--- config.mk ---
export PLATFORM = sky130hd
export DESIGN_NAME = fft_frame_scheduler
export DESIGN_NICKNAME = d
export VERILOG_FILES = /design/src/rtl/fft_pkg.sv /design/src/rtl/rr_arbiter.sv /design/src/rtl/fft_frame_scheduler.sv
export SDC_FILE = /design/constraint.sdc
export NUM_CORES = 1
export LEC_CHECK = 0
export CAP_MARGIN = 30
export CORE_ASPECT_RATIO = 0.7
export CORE_MARGIN = 2
export CORE_UTILIZATION = 41
export DETAILED_ROUTE_END_ITERATION = 10
export HOLD_SLACK_MARGIN = 0.1
export PLACE_DENSITY = 0.78
export REMOVE_ABC_BUFFERS = 1
export SYNTH_ARGS = -nofsm -noshare
export SYNTH_HDL_FRONTEND = slang
export SYNTH_SLANG_ARGS = --single-unit
--- constraint.sdc ---
create_clock -name clk -period 2.9 [get_ports clk]
set_input_delay 0.435 -clock clk [delete_from_list [all_inputs] [get_ports clk]]
set_output_delay 0.435 -clock clk [all_outputs]
set_load 0.02 [all_outputs]
--- src/rtl/fft_pkg.sv ---
// Shared definitions for the FFT frame scheduler and its round-robin arbiter.
package fft_pkg;

   typedef enum logic [4:0] {
      S_IDLE  = 5'b00001,
      S_LOAD  = 5'b00010,
      S_WAIT  = 5'b00100,
      S_DRAIN = 5'b01000,
      S_GAP   = 5'b10000
   } state_e;

   // Counter/index width for a range of n values; never narrower than one bit.
   function automatic int unsigned cw(input int unsigned n);
      return (n > 1) ? $clog2(n) : 1;
   endfunction

endpackage

--- src/rtl/rr_arbiter.sv ---
// Combinational round-robin arbiter: first requester at or after ptr_i, wrapping.
module rr_arbiter
   import fft_pkg::*;
#(
   parameter  int unsigned NUM_CH = 4,
   localparam int unsigned IW     = cw(NUM_CH)
) (
   input  logic [NUM_CH-1:0] req_i,
   input  logic [IW-1:0]     ptr_i,
   input  logic              en_i,
   output logic [NUM_CH-1:0] grant_o,
   output logic [IW-1:0]     idx_o
);

   logic [IW-1:0] cand;
   logic          found;

   always_comb begin
      grant_o = '0;
      idx_o   = '0;
      found   = 1'b0;
      cand    = '0;
      for (int unsigned i = 0; i < NUM_CH; i++) begin
         cand = IW'((32'(ptr_i) + i) % NUM_CH);
         if (en_i && !found && req_i[cand]) begin
            found         = 1'b1;
            grant_o[cand] = 1'b1;
            idx_o         = cand;
         end
      end
   end

endmodule

--- src/rtl/fft_frame_scheduler.sv ---
// Shares one FFT core between NUM_CH frame sources: round-robin grant, burst load,
// result forwarding with channel tag, and a watchdog for a silent core.
module fft_frame_scheduler
   import fft_pkg::*;
#(
   parameter int unsigned NUM_CH         = 4,
   parameter int unsigned N_POINT        = 16,
   parameter int unsigned DATA_IN_WIDTH  = 16,
   parameter int unsigned DATA_OUT_WIDTH = 32,
   parameter int unsigned GAP_CYCLES     = 2,
   parameter int unsigned TIMEOUT        = 256
) (
   input  logic                             clk,
   input  logic                             rst_n,
   input  logic                             enable,
   input  logic [NUM_CH-1:0]                ch_req,
   input  logic [NUM_CH*DATA_IN_WIDTH-1:0]  ch_data,
   output logic [NUM_CH-1:0]                ch_pop,
   output logic [NUM_CH-1:0]                ch_grant,
   output logic [DATA_IN_WIDTH-1:0]         core_in_data,
   output logic                             core_in_valid,
   input  logic [DATA_OUT_WIDTH-1:0]        core_out_data,
   input  logic                             core_out_valid,
   output logic [DATA_OUT_WIDTH-1:0]        res_data,
   output logic                             res_valid,
   output logic [$clog2(NUM_CH)-1:0]        res_ch,
   output logic                             res_last,
   output logic                             busy,
   output logic                             timeout_err
);

   localparam int unsigned IW = cw(NUM_CH);
   localparam int unsigned CW = cw(N_POINT);
   localparam int unsigned WW = cw(TIMEOUT);
   localparam int unsigned GW = cw(GAP_CYCLES);

   state_e                     state_q;
   logic [IW-1:0]              gidx_q, ptr_q, ptr_d;
   logic [CW-1:0]              scnt_q, ocnt_q;
   logic [WW-1:0]              wd_q;
   logic [GW-1:0]              gcnt_q;
   logic [NUM_CH-1:0]          pop_q, grant_q;
   logic [DATA_IN_WIDTH-1:0]   cin_data_q;
   logic                       cin_valid_q;
   logic [DATA_OUT_WIDTH-1:0]  res_data_q;
   logic                       res_valid_q, res_last_q, tmo_q;
   logic [IW-1:0]              res_ch_q;
   logic [NUM_CH-1:0]          arb_grant;
   logic [IW-1:0]              arb_idx;
   logic [DATA_IN_WIDTH-1:0]   sel_data;

   rr_arbiter #(
      .NUM_CH (NUM_CH)
   ) u_arb (
      .req_i   (ch_req),
      .ptr_i   (ptr_q),
      .en_i    (enable),
      .grant_o (arb_grant),
      .idx_o   (arb_idx)
   );

   assign ptr_d    = (gidx_q == IW'(NUM_CH - 1)) ? '0 : gidx_q + 1'b1;
   assign sel_data = ch_data[32'(gidx_q) * DATA_IN_WIDTH +: DATA_IN_WIDTH];

   always_ff @(posedge clk or negedge rst_n) begin
      if (!rst_n) begin
         state_q     <= S_IDLE;
         gidx_q      <= '0;
         ptr_q       <= '0;
         scnt_q      <= '0;
         ocnt_q      <= '0;
         wd_q        <= '0;
         gcnt_q      <= '0;
         pop_q       <= '0;
         grant_q     <= '0;
         cin_data_q  <= '0;
         cin_valid_q <= 1'b0;
         res_data_q  <= '0;
         res_valid_q <= 1'b0;
         res_last_q  <= 1'b0;
         res_ch_q    <= '0;
         tmo_q       <= 1'b0;
      end else begin
         cin_valid_q <= 1'b0;
         res_valid_q <= 1'b0;
         res_last_q  <= 1'b0;
         tmo_q       <= 1'b0;
         unique case (state_q)
            S_IDLE: begin
               if (|arb_grant) begin
                  gidx_q  <= arb_idx;
                  grant_q <= arb_grant;
                  pop_q   <= arb_grant;
                  scnt_q  <= '0;
                  state_q <= S_LOAD;
               end
            end
            S_LOAD: begin
               cin_valid_q <= 1'b1;
               cin_data_q  <= sel_data;
               if (scnt_q == CW'(N_POINT - 1)) begin
                  pop_q   <= '0;
                  scnt_q  <= '0;
                  ocnt_q  <= '0;
                  wd_q    <= '0;
                  state_q <= S_WAIT;
               end else begin
                  scnt_q <= scnt_q + 1'b1;
               end
            end
            // WAIT and DRAIN share forwarding; the output count is still 0 in WAIT,
            // so the first result is counted exactly like any later one.
            S_WAIT, S_DRAIN: begin
               if (core_out_valid) begin
                  res_valid_q <= 1'b1;
                  res_data_q  <= core_out_data;
                  res_ch_q    <= gidx_q;
                  wd_q        <= '0;
                  if (ocnt_q == CW'(N_POINT - 1)) begin
                     res_last_q <= 1'b1;
                     ocnt_q     <= '0;
                     grant_q    <= '0;
                     ptr_q      <= ptr_d;
                     gcnt_q     <= '0;
                     state_q    <= S_GAP;
                  end else begin
                     ocnt_q  <= ocnt_q + 1'b1;
                     state_q <= S_DRAIN;
                  end
               end else if (wd_q == WW'(TIMEOUT - 1)) begin
                  tmo_q   <= 1'b1;
                  ocnt_q  <= '0;
                  grant_q <= '0;
                  ptr_q   <= ptr_d;
                  gcnt_q  <= '0;
                  state_q <= S_GAP;
               end else begin
                  wd_q <= wd_q + 1'b1;
               end
            end
            S_GAP: begin
               if (gcnt_q == GW'(GAP_CYCLES - 1)) begin
                  gcnt_q  <= '0;
                  state_q <= S_IDLE;
               end else begin
                  gcnt_q <= gcnt_q + 1'b1;
               end
            end
            default: state_q <= S_IDLE;
         endcase
      end
   end

   assign ch_pop        = pop_q;
   assign ch_grant      = grant_q;
   assign core_in_data  = cin_data_q;
   assign core_in_valid = cin_valid_q;
   assign res_data      = res_data_q;
   assign res_valid     = res_valid_q;
   assign res_ch        = res_ch_q;
   assign res_last      = res_last_q;
   assign busy          = (state_q != S_IDLE);
   assign timeout_err   = tmo_q;

endmodule

==> results.cfg, run 1 <==
[status]
status = finished clean

[worst_setup_path]
worstPathCellList = inv_1 -> ha_1 -> mux4_2 -> or3_4 -> a31o_4 -> a21oi_4 -> mux2_2
cpMaxStageDelayCell = mux4_2
critPathRequiredTime_ns = 3.12
crit_path_end_kind = register
crit_arrival_ns = 2.94
start_kind = register
crit_fanout = 6
cpPeakStageDelay_ns = 0.60
critPathKind = reg2reg
worstRegToRegCells = 7

[cells_and_area]
mostFrequentLayoutCell = nand2_1
final_cell_mix = nand2_1, clkdlybuf4s50_1, dfrtp_1, mux4_2, o21ai_0
area_growth_pct = 47.1
nNetsFinal = 759
drive_gt1_share_pct = 9.24
antennaDiodeCount = 0

[placed_design]
post-place-ws_ns = 0.153
gp_congestion = 0.875
place_hpwl_mm = 8.79
io_buffers = 166

[yosys]
syn_area_mm2 = 0.00452
synth_edf_count = 0
synthDistinctLibCells = 52
synth_cells = 478
ys_warn_count = 0
ys_seq_area_share_pct = 48.7
synth_ff_type = dfrtp_1
syn_area_per_cell_um2 = 9.46
ys_seq_elements = 88
synthArstFlopShare_pct = 100

[clocking]
clk_pin_slew_ns = 0.06
cts_root_buffer = clkbuf_16
cts_buffers = 9
clk_latency_ns = 0.33
post_cts_buffers = 0
cts_tree = done
cts_resized = 0
htree_num_levels = 3
numClockSinks = 88
hold_buffers = 0
cts_buffer_depth = 2

[global_route]
grt_overflow = 0
grt_first_pass_wirelength_mm = 19.3
grt_antenna_before_repair = 0
grt_usage_pct = 20.5
grt_max_degree = 58
grt_pass1_vias = 3998

[sta]
fin_crit_sh_pct = 93.7
min_period_ns = 2.72
rsz0062_at_grt = no
relSlewSlack_pct = 44.9
tightest_slew_ns = 0.827
maxSlewViolCount = 0
worst_clock_skew_ns = 0.00650
fin_ws_ns = 0.183
hold_viol = 0
fmax_mhz = 368
setup_viol = 0
hold_slack_ns = 0.163

[detailed_routing]
routedWlPerCell_um = 14.6
drc = 0
ant_nets = 0
vias = 4041
vias_per_cell = 5.04
drt_first_pass_iters = 5
drt_iter0_markers = 223
drt-total-wl_mm = 11.7

[pwr]
powerDensity_mw_per_mm2 = 614
power.leakage_nw = 3.06
power_w = 0.00409
peakVddDrop_mv = 0.353

[floorplanning]
die-width_um = 130
core_mm2 = 0.0109
die_y_um = 91.9
fp.dieArea_mm2 = 0.0119
initial_utilization_pct = 41.5
rows = 32
ios = 167

[job]
drv_cap = 0

[worst_hold_path]
hp-class = in2async
power by group:
part	switching [W]	internal, W
combinational	0.000708	0.000755
sequential	0.000157	0.00143
clock	0.000438	0.000597
total	0.00130	0.00278
cell usage after synthesis, types with 2 or more instances:
master    count  area (um^2)
nand2b_1      4         25.0
a31oi_1       2         12.5
nor3b_1       2         15.0
o211ai_1      2         15.0
and2_1        2         12.5
mux2_2        5         56.3
and3_1        7         43.8
nand4_1       3         18.8
mux4_2       19          428
o31ai_1       3         22.5
nor3_1        3         15.0
ha_1         10          125
mux2i_1       4         40.0
inv_1        11         41.3
nor2b_1       4         25.0
clkbuf_1     16         60.1
dfrtp_1      87         2180
a21o_1        2         15.0
o22ai_1       3         18.8
a22o_1        5         43.8
a21oi_1       9         45.0
buf_2         2         10.0
o221ai_1      8         70.1
buf_1         4         15.0
nand2_1     183          687
o21ai_0      19         95.1
a22oi_1       4         30.0
nor2_1       17         63.8
nand3_1      15         75.1
final timing paths:
path | slack (ns) | from | end
max in group asynchronous | 2.03 | rst_n | state_q[0]
hold / removal | 0.16 | rst_n | res_data[21]
setup / recovery | 0.18 | ptr_q[0] | gidx_q[1]
setup reg to reg | 0.18 | ptr_q[0] | gidx_q[1]
hold reg to reg | 0.47 | res_data[11] | res_data[11]
min in group clk | 0.47 | res_data[11] | res_data[11]
flip-flops by register name (all words and copies together), names as in the netlist:
| signal | count |
|---|---|
| ptr_q | 2 |
| timeout_err | 1 |
| scnt_q | 4 |
| ch_pop | 4 |
| res_valid | 1 |
| core_in_data | 16 |
| res_last | 1 |
| ch_grant | 4 |
| state_q | 5 |
| gcnt_q | 1 |
| core_in_valid | 1 |
| ocnt_q | 4 |
| res_ch | 2 |
| res_data | 32 |
| wd_q | 8 |
| gidx_q | 2 |
per-stage QoR:
stage | cells | setup TNS [ns] | util, % | area, um^2
detailed placement | 787 | 0 | 58.7 | 6390
global placement | 787 | 0 | 58.7 | 6390
global route | 802 | 0 | 61.1 | 6650
floorplan | 455 | -0.252 | - | 4430
CTS | 802 | 0 | 61.1 | 6650
finish | 802 | 0 | 61.1 | 6650
per-layer routing:
metal | vias up | global-route usage, % | wire [um]
li1 | 1969 | - | -
met1 | 1909 | 27.1 | 5090
met2 | 151 | 34.1 | 5710
met3 | 12 | 5.31 | 814
met4 | 0 | 4.48 | 121
met5 | - | 0 | 0
critical path: cells and delay by family, from the launching register on:
family	cells	cell delay, ns
adders and majority gates	1	0.43
AOI/OAI and AO/OA	2	0.40
and+or+nand+nor	1	0.37
DFF	1	0.37
muxes	2	0.94
buffers and inverters	1	0.10
cell families (layout without fill, tap and decap cells):
group	count (synthesis)	in the layout	share of synthesized area [%]
compound gates	67	67	10.3
simple gates	248	248	23.0
buf+inv	35	206	3.13
xor+xnor	1	1	0.194
flops	88	88	48.7
mux	29	29	11.9
fa+ha+maj	10	10	2.77
cell type report:
cell class | count | area [um^2]
fillers | 888 | 4240
well taps | 153 | 191
flip-flops and latches | 88 | 2200
clock buffers | 12 | 246
clock inverters | 3 | 18.8
repair buffers | 179 | 1770
inverters | 12 | 45.0
multi-input cells | 355 | 2180
Note: power is estimated with default switching activity, not from simulation.
==> run 2: changes to the inputs <==
Settings changed: CORE_UTILIZATION 41 to 40, PLACE_DENSITY 0.78 to 0.76.
==> run 2 against run 1 <==
Against the previous run:
- design area up 0.66%
- largest power group unchanged
- highest routed layer unchanged
- largest cell class unchanged
- via count rose by 1.2%
- fmax down 1.2%
- critical endpoint unchanged
- register-to-register slack lost 0.03 ns
- combinational power hardly changed
- worst setup slack worse by 0.034 ns
==> results.cfg, run 2 (synthesis results as in run 1) <==
[worst_setup_path]
crit_path_end_kind = register
cpMaxStageDelayCell = mux4_2
r2r-end = gidx_q[1]
crit_fanout = 6
start_kind = register
worstPathCellList = inv_1 -> ha_1 -> mux4_2 -> or3_4 -> a31o_4 -> a21oi_4 -> mux2_2
critPathKind = reg2reg
crit_buf_inv = 1
crit_arrival_ns = 2.97
cpPeakStageDelay_ns = 0.61
worstRegToRegCells = 7
crit_family = multiplexers
critPathRequiredTime_ns = 3.12
r2r_start = ptr_q[0]
rrSetupSlack_ns = 0.15

[detailed_routing]
drt_iter0_markers = 274
vias_per_cell = 5.09
drc = 0
drt-total-wl_mm = 12.0
ant_nets = 0
vias = 4091
routedWlPerCell_um = 14.9
drt_first_pass_iters = 6

[sta]
min_period_ns = 2.75
fmax_mhz = 364
relSlewSlack_pct = 44.8
maxSlewViolCount = 0
tightest_slew_ns = 0.825
hold_slack_ns = 0.144
rsz0062_at_grt = no
hold_viol = 0
fin_crit_sh_pct = 94.8
worst_clock_skew_ns = 0.00964
setup_viol = 0

[clocking]
cts_buffers = 9
hold_buffers = 0
htree_num_levels = 3
clk_latency_ns = 0.33
clk_pin_slew_ns = 0.06
cts_buffer_depth = 2
post_cts_buffers = 0
numClockSinks = 88
cts_root_buffer = clkbuf_16
cts_tree = done
cts_resized = 0

[pwr]
power_w = 0.00424
power.leakage_nw = 3.08
powerDensity_mw_per_mm2 = 633
peakVddDrop_mv = 0.332

[cells_and_area]
post-route-util_pct = 60.8
mostFrequentLayoutCell = nand2_1
final_cell_mix = nand2_1, clkdlybuf4s50_1, dfrtp_1, mux4_2, o21ai_0
drive_gt1_share_pct = 9.54
nNetsFinal = 759
area_growth_pct = 48.0
nFillCells = 909
fin_area_mm2 = 0.00670
instances_no_fill = 803
antennaDiodeCount = 0
largest_reg_flops = 32

[placed_design]
dp_cells = 787
gp_congestion = 0.917
placed_area_mm2 = 0.00639
io_buffers = 166
place_hpwl_mm = 9.18

[worst_hold_path]
hp-class = in2async

[global_route]
grt_antenna_before_repair = 0
grt_overflow = 0
grt_max_degree = 55
grt_first_pass_wirelength_mm = 19.7
grt_pass1_vias = 4060
grt_usage_pct = 20.7

[floorplanning]
ios = 167
initial_utilization_pct = 41.1
die_y_um = 93.0
fp.dieArea_mm2 = 0.0122
core_mm2 = 0.0110
die-width_um = 131
rows = 32

[status]
status = finished clean

[job]
drv_cap = 0
[run 2: changes by cell type in the layout (fill, tap and decap cells not counted)]
cell	before	now
bufinv_16	0	1
clkbuf_1	2	1
clkbuf_8	1	2
clkinv_2	2	1
clkinv_4	1	2
[run 2: report_power, final]
| part | leakage, nW | internal (W) | switching (W) |
|---|---|---|---|
| combinational | 1.74 | 0.000756 | 0.000719 |
| clock | 0.153 | 0.000716 | 0.000460 |
| sequential | 1.18 | 0.00143 | 0.000155 |
| total | 3.08 | 0.00290 | 0.00133 |
[run 2: final cells by class]
type	count	area (um^2)	area share [%]
timing repair buffer	179	1770	26.4
multi-input combinational	355	2180	32.5
sequential	88	2200	32.9
clock inverter	4	52.6	0.785
inverter	12	45.0	0.673
tap	153	191	2.86
clock buffer	12	256	3.83
[run 2: worst reg2reg max path: cells and delay by family (launching register included)]
kind	cells	cell delay, ns
AOI/OAI and AO/OA	2	0.42
DFF	1	0.35
and+or+nand+nor	1	0.37
adders and majority gates	1	0.43
muxes	2	0.96
buffers and inverters	1	0.10
[run 2: worst max path at each step]
| stage | from | endpoint | slack, ns | cells after the start |
|---|---|---|---|---|
| 6_report | ptr_q[0] | gidx_q[1] | 0.15 | 7 |
| 5_1_grt | ptr_q[0] | gidx_q[1] | 0.06 | 7 |
| 4_1_cts | ptr_q[0] | gidx_q[1] | 0.17 | 7 |
| 3_5_place_dp | ch_req[3] | gidx_q[1] | 0.09 | 6 |
| 3_3_place_gp | ch_req[3] | gidx_q[1] | 0.17 | 6 |
| 2_1_floorplan | ptr_q[0] | gidx_q[1] | -0.15 | 7 |
[run 2: through the flow]
stage / setup WS, ns / setup TNS, ns
after floorplan: -0.145 / -0.252
after global placement: 0.170 / 0
after detailed placement: 0.0910 / 0
after CTS: 0.173 / 0
after global routing: 0.0556 / 0
final: 0.149 / 0
[run 2: metal layers]
metal / track usage [%] / up-vias / share of wire, %
met5: 0 / - / 0
met1: 27.7 / 1957 / 44
met3: 5.26 / 6 / 6.1
met4: 3.72 / 0 / 0.48
met2: 34.5 / 153 / 49
li1: - / 1975 / -
==> run 3: changes to the inputs <==
Settings changed: PLACE_DENSITY 0.76 to 0.78.
Clock period 2.9 ns to 2.28 ns, I/O delays scaled along.
==> run 3 against run 2 <==
Against the previous run:
- routed wire length down 2.9%
- register-to-register slack worse by 0.29 ns
- fmax up 14%
- clock skew down 0.0040 ns
- highest routed layer unchanged
- clock-buffer cell count down 2
- design area up 2.2%
- utilization up 1.4 points
- largest cell class is now multi-input gates
- the flow now finishes with violations (setup timing)
==> results.cfg, run 3 (synthesis results as in run 1) <==
[sta]
rsz0062_at_grt = yes
fmax_mhz = 413
min_period_ns = 2.42
relSlewSlack_pct = 48.0
hold_viol = 0
maxSlewViolCount = 0
fin_ws_ns = -0.139
fin_crit_sh_pct = 106
tightest_slew_ns = 0.780
worst_clock_skew_ns = 0.00565
setup_tns_ns = -1.33
setup_viol = 15

[clocking]
numClockSinks = 88
htree_num_levels = 3
cts_buffer_depth = 2
clk_pin_slew_ns = 0.06
cts_tree = done
cts_root_buffer = clkbuf_16
cts_buffers = 9
clk_latency_ns = 0.33

[floorplanning]
core_mm2 = 0.0110
die-width_um = 131
rows = 32
initial_utilization_pct = 41.1
ios = 167
die_y_um = 93.0
fp.dieArea_mm2 = 0.0122

[global_route]
grt_overflow = 0
grt_usage_pct = 19.5
grt_max_degree = 58
grt_pass1_vias = 3961
grt_antenna_before_repair = 0
grt_first_pass_wirelength_mm = 18.7

[placed_design]
dp_cells = 802
gp_congestion = 0.883
place_hpwl_mm = 8.89
io_buffers = 166

[pwr]
powerDensity_mw_per_mm2 = 781
power.leakage_nw = 3.15
peakVddDrop_mv = 0.419

[worst_setup_path]
cpMaxStageDelayCell = mux4_2
worst-path-stages = 8
worstPathCellList = inv_2 -> ha_4 -> mux4_2 -> or3_4 -> a31o_4 -> buf_4 -> a21oi_4 -> o221ai_1
start_kind = register
rrSetupSlack_ns = -0.14
crit_buf_inv = 2
crit_arrival_ns = 2.61
critPathRequiredTime_ns = 2.47
crit_path_end_kind = register
crit_fanout = 4
cpPeakStageDelay_ns = 0.50
r2r_start = ptr_q[0]
r2r-end = ch_grant[3]
critPathKind = reg2reg
worstRegToRegCells = 8
crit_family = compound AO/OA/AOI/OAI gates

[cells_and_area]
largest_reg_flops = 32
drive_gt1_share_pct = 12.3
mostFrequentLayoutCell = nand2_1
antennaDiodeCount = 0
final_cell_mix = nand2_1, clkdlybuf4s50_1, dfrtp_1, buf_4
area_growth_pct = 51.4
instances_no_fill = 817
nNetsFinal = 775

[status]
violations = setup timing
status = finished, violations left

[detailed_routing]
ant_nets = 0
drt_first_pass_iters = 5
vias_per_cell = 5.07
routedWlPerCell_um = 14.2
drt-total-wl_mm = 11.6
drc = 0
drt_iter0_markers = 220
vias = 4141

[worst_hold_path]
min-delay-start = core_in_data[12]
hold_depth = 2
min_to = core_in_data[12]
hp-class = reg2reg

[job]
drv_cap = 0
[run 3: worst reg2reg max path, stage by stage, from the launching register on]
cell	delay (ns)
dfrtp_1	0.37
inv_2	0.06
ha_4	0.26
mux4_2	0.50
or3_4	0.35
a31o_4	0.23
buf_4	0.14
a21oi_4	0.19
o221ai_1	0.16
[run 3: where the power goes]
group	switching [W]	internal, W
Clock	0.000558	0.000832
Combinational	0.000927	0.00102
Sequential	0.000196	0.00182
[run 3: worst max path at each step]
stage | startpoint | end | slack (ns)
3_3_place_gp | ch_req[3] | gidx_q[1] | -0.33
5_1_grt | ptr_q[0] | ch_pop[3] | -0.21
3_5_place_dp | ch_req[3] | ch_grant[1] | -0.42
6_report | ptr_q[0] | ch_grant[3] | -0.14
2_1_floorplan | ptr_q[0] | gidx_q[1] | -0.77
4_1_cts | ptr_q[0] | gidx_q[1] | -0.15
[run 3: timing repair]
action                                  4_1_cts  5_1_grt
gates resized for setup                       5        6
hold endpoints to repair                     46        0
buffers inserted                              0        0
endpoints found under the setup margin       15       15
pin swaps                                     1        5
hold buffers                                  1        0
[run 3: metrics by stage]
| stage | util, % | hold WS [ns] | total power (W) | area (um^2) | worst slack (ns) |
|---|---|---|---|---|---|
| 2_1_floorplan | - | 0.0464 | 0.00302 | 4430 | -0.765 |
| 3_3_place_gp | 59.0 | 0.439 | 0.00392 | 6500 | -0.330 |
| 3_5_place_dp | 59.0 | 0.439 | 0.00396 | 6500 | -0.416 |
| 4_1_cts | 61.9 | 0.476 | 0.00539 | 6820 | -0.155 |
| 5_1_grt | 62.2 | 0.500 | 0.00568 | 6850 | -0.210 |
| 6_report | 62.2 | 0.475 | 0.00535 | 6850 | -0.139 |
[run 3: per-layer routing]
layer	routed length (um)	global-route usage, %	up-vias
li1	-	-	2007
met3	812	4.86	8
met4	80	4.26	0
met2	5550	32.0	158
met5	0	0	-
met1	5170	26.3	1968
[run 3: layout make-up]
type | instances | area, um^2
tap | 153 | 191
clock inverter | 4 | 47.5
clock buffer | 10 | 229
fill | 886 | 4160
multi-input combinational | 355 | 2230
sequential | 88 | 2200
timing repair buffer | 195 | 1900
inverter | 12 | 45.0
